[src/rtl/node_turn_if.sv]
// Handshake and status bundle between a path planner/bench and the node turn
// sequencer. The master side drives the memory load port, the start request
// and the line follower's node reports. The slave side returns the turn code
// and path status.
interface node_turn_if #(
  parameter int IDX_W = 4
) ();
  logic             load_we;
  logic [IDX_W-1:0] load_addr;
  logic [1:0]       load_turn;
  logic [IDX_W:0]   path_len;
  logic             start;
  logic             node_flag;
  logic             node_changed;
  logic [1:0]       turn_flag;
  logic             end_path;
  logic             busy;
  logic [IDX_W-1:0] node_idx;
  logic             path_done;
  logic             fault;

  modport master (
    output load_we, load_addr, load_turn, path_len, start, node_flag, node_changed,
    input  turn_flag, end_path, busy, node_idx, path_done, fault
  );

  modport slave (
    input  load_we, load_addr, load_turn, path_len, start, node_flag, node_changed,
    output turn_flag, end_path, busy, node_idx, path_done, fault
  );
endinterface

[src/rtl/node_turn_sequencer.sv]
// Node turn sequencer: steps through a planned list of 2-bit turn codes
// (0 straight, 1 right, 2 U-turn, 3 left), one per node, and raises end_path
// when the path completes or the robot sits on a node for too long.
//
// state | meaning
// IDLE  | out of reset, waiting for start; turn memory may be loaded
// RUN   | executing the path, node_idx selects the presented turn code
// DONE  | path completed, end_path held; memory may be reloaded
// FAULT | stuck-at-node timeout or illegal path_len; end_path and fault held
module node_turn_sequencer #(
  parameter int MAX_NODES = 16,
  parameter int IDX_W     = 4,
  parameter int TIMEOUT   = 3125000,
  parameter int TO_W      = 22
) (
  input logic        clk_3125KHz,
  input logic        rst_n,
  node_turn_if.slave bus
);

  typedef enum logic [1:0] {
    IDLE  = 2'd0,
    RUN   = 2'd1,
    DONE  = 2'd2,
    FAULT = 2'd3
  } state_t;

  localparam logic [IDX_W:0]  LEN_MAX = (IDX_W+1)'(MAX_NODES);
  localparam logic [TO_W-1:0] TO_MAX  = TO_W'(TIMEOUT);

  logic [1:0] mem [MAX_NODES];

  state_t           state_q, state_d;
  logic [1:0]       turn_q, turn_d;
  logic             end_q, end_d;
  logic             busy_q, busy_d;
  logic [IDX_W-1:0] idx_q, idx_d;
  logic             done_q, done_d;
  logic             fault_q, fault_d;
  logic [IDX_W:0]   len_q, len_d;
  logic [TO_W-1:0]  cnt_q, cnt_d;

  logic             start_ok;
  logic             last_node;
  logic [IDX_W-1:0] next_idx;

  assign start_ok  = bus.start && (bus.path_len != '0) && (bus.path_len <= LEN_MAX);
  assign last_node = ({1'b0, idx_q} == (len_q - 1'b1));
  assign next_idx  = idx_q + 1'b1;

  // Turn memory: loadable only while no path is executing, never reset.
  always_ff @(posedge clk_3125KHz) begin
    if (bus.load_we && (state_q == IDLE || state_q == DONE))
      mem[bus.load_addr] <= bus.load_turn;
  end

  // State and registered outputs.
  always_ff @(posedge clk_3125KHz or negedge rst_n) begin
    if (!rst_n) begin
      state_q <= IDLE;
      turn_q  <= '0;
      end_q   <= 1'b0;
      busy_q  <= 1'b0;
      idx_q   <= '0;
      done_q  <= 1'b0;
      fault_q <= 1'b0;
      len_q   <= '0;
      cnt_q   <= '0;
    end else begin
      state_q <= state_d;
      turn_q  <= turn_d;
      end_q   <= end_d;
      busy_q  <= busy_d;
      idx_q   <= idx_d;
      done_q  <= done_d;
      fault_q <= fault_d;
      len_q   <= len_d;
      cnt_q   <= cnt_d;
    end
  end

  // Next-state and output decode; memory reads here see pre-write contents.
  always_comb begin
    state_d = state_q;
    turn_d  = turn_q;
    end_d   = end_q;
    busy_d  = busy_q;
    idx_d   = idx_q;
    done_d  = 1'b0;
    fault_d = fault_q;
    len_d   = len_q;
    cnt_d   = '0;

    case (state_q)
      IDLE, DONE: begin
        if (bus.start) begin
          if (bus.path_len == '0) begin
            state_d = DONE;
            turn_d  = '0;
            idx_d   = '0;
            busy_d  = 1'b0;
            end_d   = 1'b1;
            done_d  = 1'b1;
          end else if (!start_ok) begin
            state_d = FAULT;
            turn_d  = '0;
            busy_d  = 1'b0;
            end_d   = 1'b1;
            fault_d = 1'b1;
          end else begin
            state_d = RUN;
            idx_d   = '0;
            turn_d  = mem[0];
            busy_d  = 1'b1;
            end_d   = 1'b0;
            fault_d = 1'b0;
            len_d   = bus.path_len;
          end
        end
      end

      RUN: begin
        // A departure means node_flag has already fallen, so it beats a
        // timeout landing on the same edge.
        if (bus.node_changed) begin
          if (last_node) begin
            state_d = DONE;
            turn_d  = '0;
            busy_d  = 1'b0;
            end_d   = 1'b1;
            done_d  = 1'b1;
          end else begin
            idx_d  = next_idx;
            turn_d = mem[next_idx];
          end
        end else if (cnt_q == TO_MAX) begin
          state_d = FAULT;
          turn_d  = '0;
          busy_d  = 1'b0;
          end_d   = 1'b1;
          fault_d = 1'b1;
        end else if (bus.node_flag) begin
          cnt_d = cnt_q + 1'b1;
        end
      end

      FAULT: begin
        if (start_ok) begin
          state_d = RUN;
          idx_d   = '0;
          turn_d  = mem[0];
          busy_d  = 1'b1;
          end_d   = 1'b0;
          fault_d = 1'b0;
          len_d   = bus.path_len;
        end
      end

      default: state_d = IDLE;
    endcase
  end

  assign bus.turn_flag = turn_q;
  assign bus.end_path  = end_q;
  assign bus.busy      = busy_q;
  assign bus.node_idx  = idx_q;
  assign bus.path_done = done_q;
  assign bus.fault     = fault_q;

endmodule

[src/flat_wrapper.sv]
// flat-port wrapper written by rule: the top's interface ports become plain ports
module node_turn_sequencer_flat 
#(
  parameter int MAX_NODES = 16,
  parameter int IDX_W     = 4,
  parameter int TIMEOUT   = 3125000,
  parameter int TO_W      = 22
)
  (clk_3125KHz, rst_n, bus_load_we, bus_load_addr, bus_load_turn, bus_path_len, bus_start, bus_node_flag, bus_node_changed, bus_turn_flag, bus_end_path, bus_busy, bus_node_idx, bus_path_done, bus_fault);
  node_turn_if #(.IDX_W(IDX_W)) bus_i ();
  input logic clk_3125KHz;
  input logic rst_n;
  input wire logic [$bits(bus_i.load_we)-1:0] bus_load_we;
  input wire logic [$bits(bus_i.load_addr)-1:0] bus_load_addr;
  input wire logic [$bits(bus_i.load_turn)-1:0] bus_load_turn;
  input wire logic [$bits(bus_i.path_len)-1:0] bus_path_len;
  input wire logic [$bits(bus_i.start)-1:0] bus_start;
  input wire logic [$bits(bus_i.node_flag)-1:0] bus_node_flag;
  input wire logic [$bits(bus_i.node_changed)-1:0] bus_node_changed;
  output wire logic [$bits(bus_i.turn_flag)-1:0] bus_turn_flag;
  output wire logic [$bits(bus_i.end_path)-1:0] bus_end_path;
  output wire logic [$bits(bus_i.busy)-1:0] bus_busy;
  output wire logic [$bits(bus_i.node_idx)-1:0] bus_node_idx;
  output wire logic [$bits(bus_i.path_done)-1:0] bus_path_done;
  output wire logic [$bits(bus_i.fault)-1:0] bus_fault;
  assign bus_i.load_we = bus_load_we;
  assign bus_i.load_addr = bus_load_addr;
  assign bus_i.load_turn = bus_load_turn;
  assign bus_i.path_len = bus_path_len;
  assign bus_i.start = bus_start;
  assign bus_i.node_flag = bus_node_flag;
  assign bus_i.node_changed = bus_node_changed;
  assign bus_turn_flag = bus_i.turn_flag;
  assign bus_end_path = bus_i.end_path;
  assign bus_busy = bus_i.busy;
  assign bus_node_idx = bus_i.node_idx;
  assign bus_path_done = bus_i.path_done;
  assign bus_fault = bus_i.fault;
  node_turn_sequencer #(.MAX_NODES(MAX_NODES), .IDX_W(IDX_W), .TIMEOUT(TIMEOUT), .TO_W(TO_W)) u_core (.clk_3125KHz(clk_3125KHz), .rst_n(rst_n), .bus(bus_i));
endmodule
[config.mk]
export PLATFORM = sky130hd
export DESIGN_NAME = node_turn_sequencer_flat
export DESIGN_NICKNAME = d
export VERILOG_FILES = /design/src/rtl/node_turn_if.sv /design/src/rtl/node_turn_sequencer.sv /design/src/flat_wrapper.sv
export SDC_FILE = /design/constraint.sdc
export NUM_CORES = 1
export LEC_CHECK = 0
export ABC_CLOCK_PERIOD_IN_PS = 2700
export CAP_MARGIN = 20
export CORE_MARGIN = 10
export CORE_UTILIZATION = 30
export CTS_CLUSTER_SIZE = 12
export DETAILED_ROUTE_END_ITERATION = 6
export GPL_ROUTABILITY_DRIVEN = 0
export PLACE_DENSITY = 0.46
export REMOVE_ABC_BUFFERS = 1
export SYNTH_ARGS = -nofsm -noshare
export SYNTH_HDL_FRONTEND = slang
export SYNTH_SLANG_ARGS = --single-unit
[constraint.sdc]
create_clock -name clk_3125KHz -period 2.7 [get_ports clk_3125KHz]
set_input_delay 0.54 -clock clk_3125KHz [delete_from_list [all_inputs] [get_ports clk_3125KHz]]
set_output_delay 0.54 -clock clk_3125KHz [all_outputs]
set_load 0.01 [all_outputs]
==> metrics.csv <==
stage,metric,value,unit
finish,diodes inserted,0,
global_route,first-pass GRT wire length,11600,um
die,top-level I/O count,27,
status,outcome,completed,
hold_path,Worst Hold Class,primary input to async pin,
global_route,largest net degree at the start of global routing,40,
clock_network,CTS buffer count,9,
worst_setup_path,largest fanout on the critical path,4,
clock_network,root buf cell,clkbuf_16,
yosys,sequential-to-total area share from yosys stat,0.571,
place,# port buffers,26,
clock_network,cts repair resizes,0,
yosys,top cell type's share of synthesized area,0.288,
route,final wirelength,6830,um
clock_network,H-tree levels,3,
route,DR WL/cell,14.9,um
sta,skew final,0.00721,ns
clock_network,CTS Hold Buffers Added,0,
sta,Tmin final,2.51,ns
route,vias,2149,
clock_network,setup repair bufs after CTS,0,
worst_setup_path,crit path kind,primary input to register,
die,die width,126,um
global_route,vias in the first global route,2274,
pwr,Sw Share,0.298,
worst_setup_path,Required @ worst endpoint,2.91,ns
pwr,Leakage,1.55,nW
pwr,Cell Int Power,2.76,mW
finish,"commonest non-fill, non-tap cell in the layout",nor2_1,
global_route,"Remaining Overflow, GRT",0,
run,max-cap violation count,0,
worst_setup_path,Crit. End Element,register,
die,die height,126,um
finish,Final nets,336,
clock_network,Clock Latency Late Sink,0.33,ns
pwr,NetSw,1.17,mW
pwr,VDD IR max,0.000502,V
place,Placed Area,0.00386,mm^2
sta,Final Hold Vio Count,0,
sta,hold slack,0.315,ns
clock_network,CTS tree,yes,
route,Via density,4.67,
yosys,register bit count reported by yosys,71,
finish,most frequent cells in the layout,"43 x nor2_1, 39 x dfrtp_1, 32 x edfxtp_1, 25 x clkdlybuf4s50_1",
yosys,asr flop ratio synth,0.549,
yosys,Synth Warn #,0,
sta,final worst-path cycle share,0.929,
finish,area delta synth->final,23.5,%
yosys,Syn Area/Cell,12.3,um^2
sta,RSZ-0062 raised after global routing,false,
pwr,Reg power frac,0.351,
global_route,total track usage,0.0895,
yosys,ys flop type,dfrtp_1,
pwr,Cell Pwr Density,939,mW/mm^2
pwr,Final Power,3.93,mW
pwr,combinational share of power,0.322,
route,Antenna Nets Post-Route,0,
route,DRC Markers,0,
worst_setup_path,worst path arrival time,2.72,ns
worst_setup_path,Setup crit start kind,primary input,
die,die area,0.0160,mm^2
finish,layout cell share with drive strength beyond 1,0.156,
yosys,Synth area leaders,"dfrtp_1 29%, edfxtp_1 28%, nor2_1 4.8%",
yosys,Mapped Area,0.00339,mm^2
die,Starting Density,0.310,
die,core box area,0.0109,mm^2
finish,# fillers,1058,
clock_network,clk buf depth,2,
route,initial DRC count,144,
place,HPWL after DPL,4940,um
yosys,Synth cell types,47,
yosys,post-synth top area cell,dfrtp_1,
sta,Max-slew headroom,0.414,
clock_network,clk sink count,71,
yosys,"EDFF count, synth",32,
yosys,Syn Inst Count,276,
finish,Final Cell Area,0.00419,mm^2
clock_network,clock slew at reported path FFs,0.06,ns
sta,Max Freq,399,MHz
sta,Slew @ Worst Pin,0.879,ns
sta,final setup vio count,0,
die,num rows,38,
sta,final max-slew violation count,0,
global_route,initial antenna violation count,0,
pwr,share of power burned in the clock network,0.327,
route,Detailed Routing Iterations Pass 1,4,
==> worst max-delay path, cell delays in order <==
cell,delay (ns)
clkdlybuf4s50_1,0.42
or4_4,0.55
mux2_4,0.33
a31o_4,0.25
a311oi_4,0.25
mux2_2,0.37
==> logic make-up after synthesis <==
| logic type | after synthesis | synth area share |
|---|---|---|
| DFF | 71 | 0.571 |
| buffers and inverters | 20 | 0.0229 |
| muxes | 29 | 0.112 |
| xor gates and xnor gates | 27 | 0.0738 |
| adders and majority gates | 4 | 0.0148 |
| and+or+nand+nor | 104 | 0.149 |
| AOI/OAI and AO/OA | 21 | 0.0568 |
==> sequential cells by signal, indices dropped and copies added (netlist names) <==
register              count
u_core.bus.fault          1
u_core.bus.turn_flag      2
u_core.bus.node_idx       4
u_core.mem               32
u_core.cnt_q             22
u_core.bus.busy           1
u_core.bus.path_done      1
u_core.state_q            2
u_core.bus.end_path       1
u_core.len_q              5
==> metal layers <==
metal	share of wire	global-route usage	wire length, um
met3	0.034	0.0233	229
met5	0	0	0
met2	0.44	0.129	3040
met1	0.51	0.120	3470
met4	0.014	0.0482	93
==> metrics by stage <==
step,util,TNS (ns),std cells,worst slack [ns]
after floorplan,-,0,269,0.274
after global placement,0.353,-0.423,444,-0.133
after CTS,0.383,0,460,0.189
after global routing,0.383,0,460,0.0533
final,0.383,0,460,0.193
after detailed placement,0.353,-0.614,444,-0.163
==> synthesized netlist by cell type, types with 2 or more instances <==
master	number
nor3_1	10
ha_1	4
nand4_1	8
a21oi_1	2
or4_1	2
nor2_1	43
nand3_1	7
nand2_1	16
or2_1	2
xnor2_1	16
edfxtp_1	32
nand2b_1	2
mux4_2	6
o21ai_0	4
inv_1	13
and3_1	4
a22o_1	2
buf_2	2
dfrtp_1	39
xor2_1	10
mux2_2	8
a22oi_1	2
clkbuf_1	4
mux2i_1	14
nor4b_1	2
==> power by group through the flow <==
stage | sequential (mW) | combinational (mW) | clock (mW)
2_1_floorplan | 1.43 | 0.811 | 0
3_3_place_gp | 1.41 | 1.28 | 0
3_5_place_dp | 1.41 | 1.29 | 0
4_1_cts | 1.39 | 1.29 | 1.33
5_1_grt | 1.41 | 1.40 | 1.38
6_report | 1.38 | 1.27 | 1.29
==> worst paths after layout <==
path                                         startpoint                           end  slack [ns]  cells after the start
hold / removal                                    rst_n   u_core.len_q[2]$_DFFE_PN0P_        0.32                      1
hold reg to reg            u_core.bus.fault$_DFFE_PN0P_  u_core.bus.fault$_DFFE_PN0P_        0.49                      1
setup reg to reg            u_core.len_q[0]$_DFFE_PN0P_   u_core.bus.busy$_DFFE_PN0P_        0.23                      7
min in group clk_3125KHz   u_core.bus.fault$_DFFE_PN0P_  u_core.bus.fault$_DFFE_PN0P_        0.49                      1
max in group asynchronous                         rst_n    u_core.cnt_q[12]$_DFF_PN0_        1.81                      1
setup / recovery                        bus_path_len[1]   u_core.bus.busy$_DFFE_PN0P_        0.19                      6
==> cell type report <==
class                   count  area [um^2]  share of cell area
flip-flops and latches     71         1940               0.462
multi-input cells         185         1380               0.329
repair buffers             35          323              0.0771
clock buffers               9          225              0.0538
well taps                 140          175              0.0418
clock inverters             7          103              0.0245
inverters                  13         48.8              0.0116
No activity file was read; power rests on OpenSTA's default activity.
